===== config.mk =====
export PLATFORM = sky130hd
export DESIGN_NAME = wb_reg_file
export DESIGN_NICKNAME = d
export VERILOG_FILES = /design/src/rtl/cpu_pkg.sv /design/src/rtl/reg_array.sv /design/src/rtl/wb_reg_file.sv
export SDC_FILE = /design/constraint.sdc
export NUM_CORES = 2
export LEC_CHECK = 0
export ABC_AREA = 0
export BUFFER_PORTS_ARGS = -buffer_cell sky130_fd_sc_hd__buf_2
export CAP_MARGIN = 20
export CORE_ASPECT_RATIO = 1.1
export CORE_MARGIN = 5
export CORE_UTILIZATION = 63
export CTS_BUF_LIST = sky130_fd_sc_hd__clkbuf_4 sky130_fd_sc_hd__clkbuf_8 sky130_fd_sc_hd__clkbuf_16
export DETAILED_ROUTE_END_ITERATION = 8
export PLACE_DENSITY = 0.92
export SLEW_MARGIN = 5
export SYNTH_ARGS = -nofsm -noshare
export SYNTH_HDL_FRONTEND = slang
export SYNTH_SLANG_ARGS = --single-unit

===== constraint.sdc =====
create_clock -name clk -period 5.2 [get_ports clk]
set_clock_uncertainty 0.1 [all_clocks]
set_input_delay 1.56 -clock clk [delete_from_list [all_inputs] [get_ports clk]]
set_output_delay 1.56 -clock clk [all_outputs]
set_load 0.1 [all_outputs]

===== src/rtl/cpu_pkg.sv =====
// rtl/cpu_pkg.sv - shared CPU constants for write-back, forwarding and register file
package cpu_pkg;

  localparam int DATA_W    = 32;
  localparam int REG_N     = 32;
  localparam int REG_IDX_W = 5;

  // Bit positions inside the 2-bit WB control bundle carried by MEM/WB.
  localparam int WB_MEMTOREG = 1;
  localparam int WB_REGWRITE = 0;

  localparam logic [REG_IDX_W-1:0] REG_ZERO = 5'd0;

endpackage


===== src/rtl/reg_array.sv =====
// rtl/reg_array.sv - REG_N x DATA_W storage, one write port, two raw read ports
//
// Ports:
//   clk, rst_n           clock, async active-low reset (clears every entry)
//   i_we/i_waddr/i_wdata write port, committed on posedge
//   i_raddr1/i_raddr2    read addresses
//   o_rdata1/o_rdata2    raw array contents (no bypass, no zero forcing)
module reg_array #(
  parameter int DATA_W = 32,
  parameter int REG_N  = 32,
  parameter int IDX_W  = 5
) (
  input  logic              clk,
  input  logic              rst_n,
  input  logic              i_we,
  input  logic [IDX_W-1:0]  i_waddr,
  input  logic [DATA_W-1:0] i_wdata,
  input  logic [IDX_W-1:0]  i_raddr1,
  input  logic [IDX_W-1:0]  i_raddr2,
  output logic [DATA_W-1:0] o_rdata1,
  output logic [DATA_W-1:0] o_rdata2
);

  logic [DATA_W-1:0] r_mem [REG_N];

  always_ff @(posedge clk or negedge rst_n) begin
    if (!rst_n) begin
      for (int i = 0; i < REG_N; i++) begin
        r_mem[i] <= '0;
      end
    end else if (i_we) begin
      r_mem[i_waddr] <= i_wdata;
    end
  end

  assign o_rdata1 = r_mem[i_raddr1];
  assign o_rdata2 = r_mem[i_raddr2];

endmodule


===== src/rtl/wb_reg_file.sv =====
// rtl/wb_reg_file.sv - write-back select, architectural register file, retired-write counter
//
// Ports:
//   clk, rst_n                    pipeline clock, async active-low reset
//   WB_WB                         {MemtoReg, RegWrite} from MEM/WB
//   ALUOut_WB, DataMEM_RD_WB      write-back data candidates
//   WN_WB                         destination register
//   RN1, RN2 / RD1, RD2           ID-stage read ports, combinational with bypass
//   WD                            selected write-back data (to EX forwarding)
//   wb_valid                      a commit happens at the next edge
//   wb_count                      number of committed writes (wraps silently)
module wb_reg_file
  import cpu_pkg::WB_MEMTOREG;
  import cpu_pkg::WB_REGWRITE;
  import cpu_pkg::REG_ZERO;
  import cpu_pkg::REG_IDX_W;
#(
  parameter int DATA_W = cpu_pkg::DATA_W,
  parameter int REG_N  = cpu_pkg::REG_N
) (
  input  logic                 clk,
  input  logic                 rst_n,
  input  logic [1:0]           WB_WB,
  input  logic [DATA_W-1:0]    ALUOut_WB,
  input  logic [DATA_W-1:0]    DataMEM_RD_WB,
  input  logic [REG_IDX_W-1:0] WN_WB,
  input  logic [REG_IDX_W-1:0] RN1,
  input  logic [REG_IDX_W-1:0] RN2,
  output logic [DATA_W-1:0]    RD1,
  output logic [DATA_W-1:0]    RD2,
  output logic [DATA_W-1:0]    WD,
  output logic                 wb_valid,
  output logic [31:0]          wb_count
);

  logic [DATA_W-1:0] w_raw1;
  logic [DATA_W-1:0] w_raw2;
  logic [31:0]       r_wb_count;

  assign WD       = WB_WB[WB_MEMTOREG] ? DataMEM_RD_WB : ALUOut_WB;
  // $0 writes are dropped here, so the array never holds a nonzero r0.
  assign wb_valid = WB_WB[WB_REGWRITE] && (WN_WB != REG_ZERO);

  reg_array #(
    .DATA_W (DATA_W),
    .REG_N  (REG_N),
    .IDX_W  (REG_IDX_W)
  ) u_reg_array (
    .clk      (clk),
    .rst_n    (rst_n),
    .i_we     (wb_valid),
    .i_waddr  (WN_WB),
    .i_wdata  (WD),
    .i_raddr1 (RN1),
    .i_raddr2 (RN2),
    .o_rdata1 (w_raw1),
    .o_rdata2 (w_raw2)
  );

  // r0 check first: it must read zero even if a bypass would match.
  assign RD1 = (RN1 == REG_ZERO)            ? '0 :
               (wb_valid && (WN_WB == RN1)) ? WD : w_raw1;
  assign RD2 = (RN2 == REG_ZERO)            ? '0 :
               (wb_valid && (WN_WB == RN2)) ? WD : w_raw2;

  always_ff @(posedge clk or negedge rst_n) begin
    if (!rst_n) begin
      r_wb_count <= '0;
    end else if (wb_valid) begin
      r_wb_count <= r_wb_count + 32'd1;
    end
  end

  assign wb_count = r_wb_count;

endmodule

==> run metrics, run 1 <==
status did not finish; Exit stage global routing; First Err [ERROR GRT-0116] Global routing finished with congestion. Check the congestion regions in the DRC Viewer.; Synth Warn # 0; remaining global-route overflow approximately 350; DIE WIDTH 293 um; Die Ht 322 um; GRT Overall Usage 74.6%; first-pass GRT wire length around 500000 um; ys flop type dfrtp_1; Syn Inst Count 4969; cts bufs inserted 106; Longest Clk Path Bufs 3; Initial Util 63.4%; root buffer cell clkbuf_16; I/O Pins 212; CTS HTree Levels 3; Buffers on Ports 211; sequential-to-total area share from yosys stat 47.5%; Post-Syn Area 55600 um^2; largest net degree at the start of global routing 121; Avg Cell Area, Syn 11.2 um^2; vias in the first global route 68900; hold buffers post-CTS 0; GPL Wtd Cong 0.972; placed cells 6247; FP Rows roughly 110; pre-CTS WS -503 ps; Clock Sinks 1056; Cell variety after synth 65; Synthesized Nets 5053; DPL Wire Length 136000 um; Post-synth EDFFs 0; asr flop ratio synth 100%; Yosys reg bits 1056
## cells in the mapped netlist (11+ instances only)
library cell / number / area, um^2
nor2b_1: 12 / 75.1
a221oi_2: 11 / 165
buf_4: 16 / 120
o22ai_1: 48 / 300
buf_2: 99 / 495
clkbuf_1: 348 / 1310
xnor2_1: 35 / 307
o211ai_1: 13 / 97.6
dfrtp_1: 1056 / 26400
a22oi_1: 13 / 97.6
o21ai_0: 403 / 2020
a211oi_1: 51 / 383
nor3_1: 13 / 65.1
mux4_2: 474 / 10700
a21oi_1: 636 / 3180
buf_8: 12 / 180
nand2_1: 443 / 1660
buf_1: 18 / 67.6
inv_1: 43 / 161
a221oi_1: 45 / 394
a221o_1: 20 / 200
buf_6: 32 / 360
nand3_1: 28 / 140
nand4_1: 13 / 81.3
mux2i_1: 308 / 3080
nor2_1: 656 / 2460
## per-stage QoR
stage / cell area (um^2) / hold WS, ps
3_3_place_gp: 62100 / 277
4_1_cts: 69200 / 301
2_1_floorplan: 56500 / 341
3_5_place_dp: 62100 / 284
## layer usage
layer  GRT overflow  global-route usage [%]
met1             25                    73.1
met2            148                    84.1
met3             34                    69.7
met4            146                    71.5
met5              1                    47.6
## cells by family after synthesis
kind of cell,synth area share [%]
mux,24.8
compound gates,13.1
flops,47.5
xor+xnor,0.646
simple gates,8.86
fa+ha+maj,0.0225
buf+inv,5.10
## repair_timing
item,4_1_cts
setup buffers,80
gates cloned,26
pin swaps,77
setup endpoints to repair,64
resized for setup,347
hold endpoints to repair,0
==> inputs of run 2 (changes only) <==
Settings changed: CORE_ASPECT_RATIO 1.1 to unset, CORE_UTILIZATION 63 to 40, CTS_BUF_LIST sky130_fd_sc_hd__clkbuf_4 sky130_fd_sc_hd__clkbuf_8 sky130_fd_sc_hd__clkbuf_16 to unset, PLACE_DENSITY 0.92 to unset, PLACE_DENSITY_LB_ADDON set to 0.15.
==> run 2 against run 1 <==
Net effect:
- the flow now finishes, with violations (setup timing)
- synthesized cell count unchanged
- synthesized area is the same
==> run metrics, run 2 <==
worst r2r src wb_count[7]$_DFFE_PN0P_; Layout Nets 5561; # DRC 0; Avg Cell Area, Syn 11.2 um^2 (unchanged); VDD IR max 0.413 mV; CP Data Required Time about 3500 ps; root buffer cell clkbuf_16; DIE WIDTH 383 um (+31%); largest net degree at the start of global routing 157; share of layout cells above drive strength 1 a little over a third; GRT Overall Usage 30.4%; clk slew on worst S/H paths 60 ps; Top reg by flops u_reg_array.r_mem; vias in the first global route 44400; die area 147000 um^2; Synth area leader dfrtp_1; PD cells 399 nW/um^2; Synthesized Nets 5053 (unchanged); final hold slack 296 ps; Layout area overhead 30.8%; Crit Path Class in2out; cts bufs inserted 118 (+11%); Synth Warn # 0 (unchanged); worst slew pin tran approximately 1100 ps; wire per inst 30.7 um; R2R cell count 5; Lkg Pwr 31.2 nW; routed vias 45000; antenna violations before repair 2; Initial Util 40.4% (-23 points); asr flop ratio synth 100% (unchanged); Die Ht 383 um (+19%); hold path depth 0; post-route cell area 72700 um^2; max-cap viol count 0; number of flip-flops in the largest register ~1000; FP Rows 136 (+19%); antenna-violating nets left 0; fmax roughly 0.19 GHz; CP startpoint RN2[0]; share of the synthesized area in the top cell type 47.5% (unchanged); synth top area cells dfrtp_1 48%, mux4_2 19%, a21oi_1 5.7%, mux2i_1 5.5%, nor2_1 4.4%; Worst Setup EP RD2[22]; fin util a little over half; first-pass GRT wire length 325000 um; remaining global-route overflow 0; most common cell after layout, fill and taps aside dfrtp_1; GPL Wtd Cong 0.843 (-13%); reg2reg setup slack 3040 ps; Yosys reg bits 1056 (unchanged); worst min path class reg2reg; Post-Syn Area 55600 um^2 (unchanged); status finished with violations; Buffers on Ports 211 (unchanged); ys flop type dfrtp_1; Clock Sinks 1056 (unchanged); fill count 12000; setup violators final 50; crit path launch type primary input; DPL Wire Length 141000 um (+3.9%); failing checks setup timing; slew margin rel. 28.4%; First-pass DRT Iterations 7; Detailed Route WL 226000 um; Longest Clk Path Bufs 3 (unchanged); Clk Latency, worst-skew pair 750 ps; Cell variety after synth 65 (unchanged); post-DR vias/cell 6.11; RSZ-0062 raised after global routing true; sequential-to-total area share from yosys stat 47.5% (unchanged); Critical R2R Capture wb_count[29]$_DFFE_PN0P_; DR iter-0 viols 4882; Core ar. 138000 um^2; Final Max Tran Viols 0; pre-CTS WS -789 ps (-286 ps); fin crit period approximately 5400 ps; commonest non-fill, non-tap cells in the layout 1056 x dfrtp_1, 635 x nor2_1, 620 x a21oi_1; CP endpoint kind output pin; Post-synth top cells 1056 x dfrtp_1, 656 x nor2_1, 636 x a21oi_1; final worst slack -170 ps; total power 0.0291 W; Placed Area 64100 um^2 (+3.2%); CP arrival 3710 ps; Syn Inst Count 4969 (unchanged); CTS HTree Levels 3 (unchanged); Post-synth EDFFs 0 (unchanged); Final Cycle Share 103%; endpoints failing hold 0; CTS tree built; I/O Pins 212 (unchanged); count leader, synth dfrtp_1; largest fanout on the critical path 6
[run 2: cell counts after synthesis]
Identical to the previous run, type by type.
[run 2: how the worst min path moves through the flow]
stage                                        startpoint                                   to
floorplan           u_reg_array.r_mem[1000]$_DFFE_PN0P_  u_reg_array.r_mem[1000]$_DFFE_PN0P_
global placement    u_reg_array.r_mem[1022]$_DFFE_PN0P_  u_reg_array.r_mem[1022]$_DFFE_PN0P_
detailed placement  u_reg_array.r_mem[1001]$_DFFE_PN0P_  u_reg_array.r_mem[1001]$_DFFE_PN0P_
CTS                 u_reg_array.r_mem[1022]$_DFFE_PN0P_  u_reg_array.r_mem[1022]$_DFFE_PN0P_
global route        u_reg_array.r_mem[1018]$_DFFE_PN0P_  u_reg_array.r_mem[1018]$_DFFE_PN0P_
finish              u_reg_array.r_mem[1018]$_DFFE_PN0P_  u_reg_array.r_mem[1018]$_DFFE_PN0P_
[run 2: metrics by stage]
step / cells / TNS (ps)
2_1_floorplan: 4969 / -7330
3_3_place_gp: 6997 / -22110
3_5_place_dp: 6997 / -22140
4_1_cts: 7311 / -4250
5_1_grt: 7366 / -5420
6_report: 7368 / -3710
[run 2: cell type report]
cell class                      instances  area [um^2]  area share (%)
Multi-Input combinational cell       3337        29100            40.1
Sequential cell                      1056        26400            36.3
Timing Repair Buffer                  920        10600            14.6
Clock buffer                          171         3500            4.81
Tap cell                             1794         2240            3.09
Clock inverter                         44          624           0.858
Inverter                               44          171           0.236
Antenna cell                            2         5.00         0.00688
[run 2: worst max-delay path, stage by stage]
cell and delay, ps:
buf_16 140, buf_16 160, buf_12 130, mux4_2 510, mux4_2 500, nand3_2 80
o211ai_1 300, buf_12 290
[run 2: timing repair]
action	in CTS	in global routing
setup endpoints to repair	64	64
gates cloned	22	7
hold endpoints to repair	0	0
pin swaps	100	98
buffers inserted	96	77
hold buffers	0	0
resized for setup	379	206
[run 2: power breakdown]
part | switching (W) | internal (W) | total (W)
clock network | 0.00366 | 0.00529 | 0.00895
logic | 0.00458 | 0.00408 | 0.00866
registers | 0.00145 | 0.00999 | 0.0114
[run 2: cell families (layout without fill, tap and decap cells)]
logic type / count (synthesis) / after routing / share of synthesized area, %
xor+xnor: 41 / 41 / 0.646
mux: 785 / 785 / 24.8
simple gates: 1221 / 1221 / 8.86
fa+ha+maj: 1 / 1 / 0.0225
buf+inv: 576 / 1179 / 5.10
other cells: 0 / 2 / 0
flops: 1056 / 1056 / 47.5
compound gates: 1289 / 1289 / 13.1
[run 2: routing by layer]
| metal | routed length (um) | global-route usage, % |
|---|---|---|
| met4 | 11600 | 12.1 |
| met5 | 13 | 0 |
| met2 | 103000 | 47.7 |
| met1 | 92100 | 42.2 |
| met3 | 19200 | 5.56 |
Power figures use the tool's default switching activity.
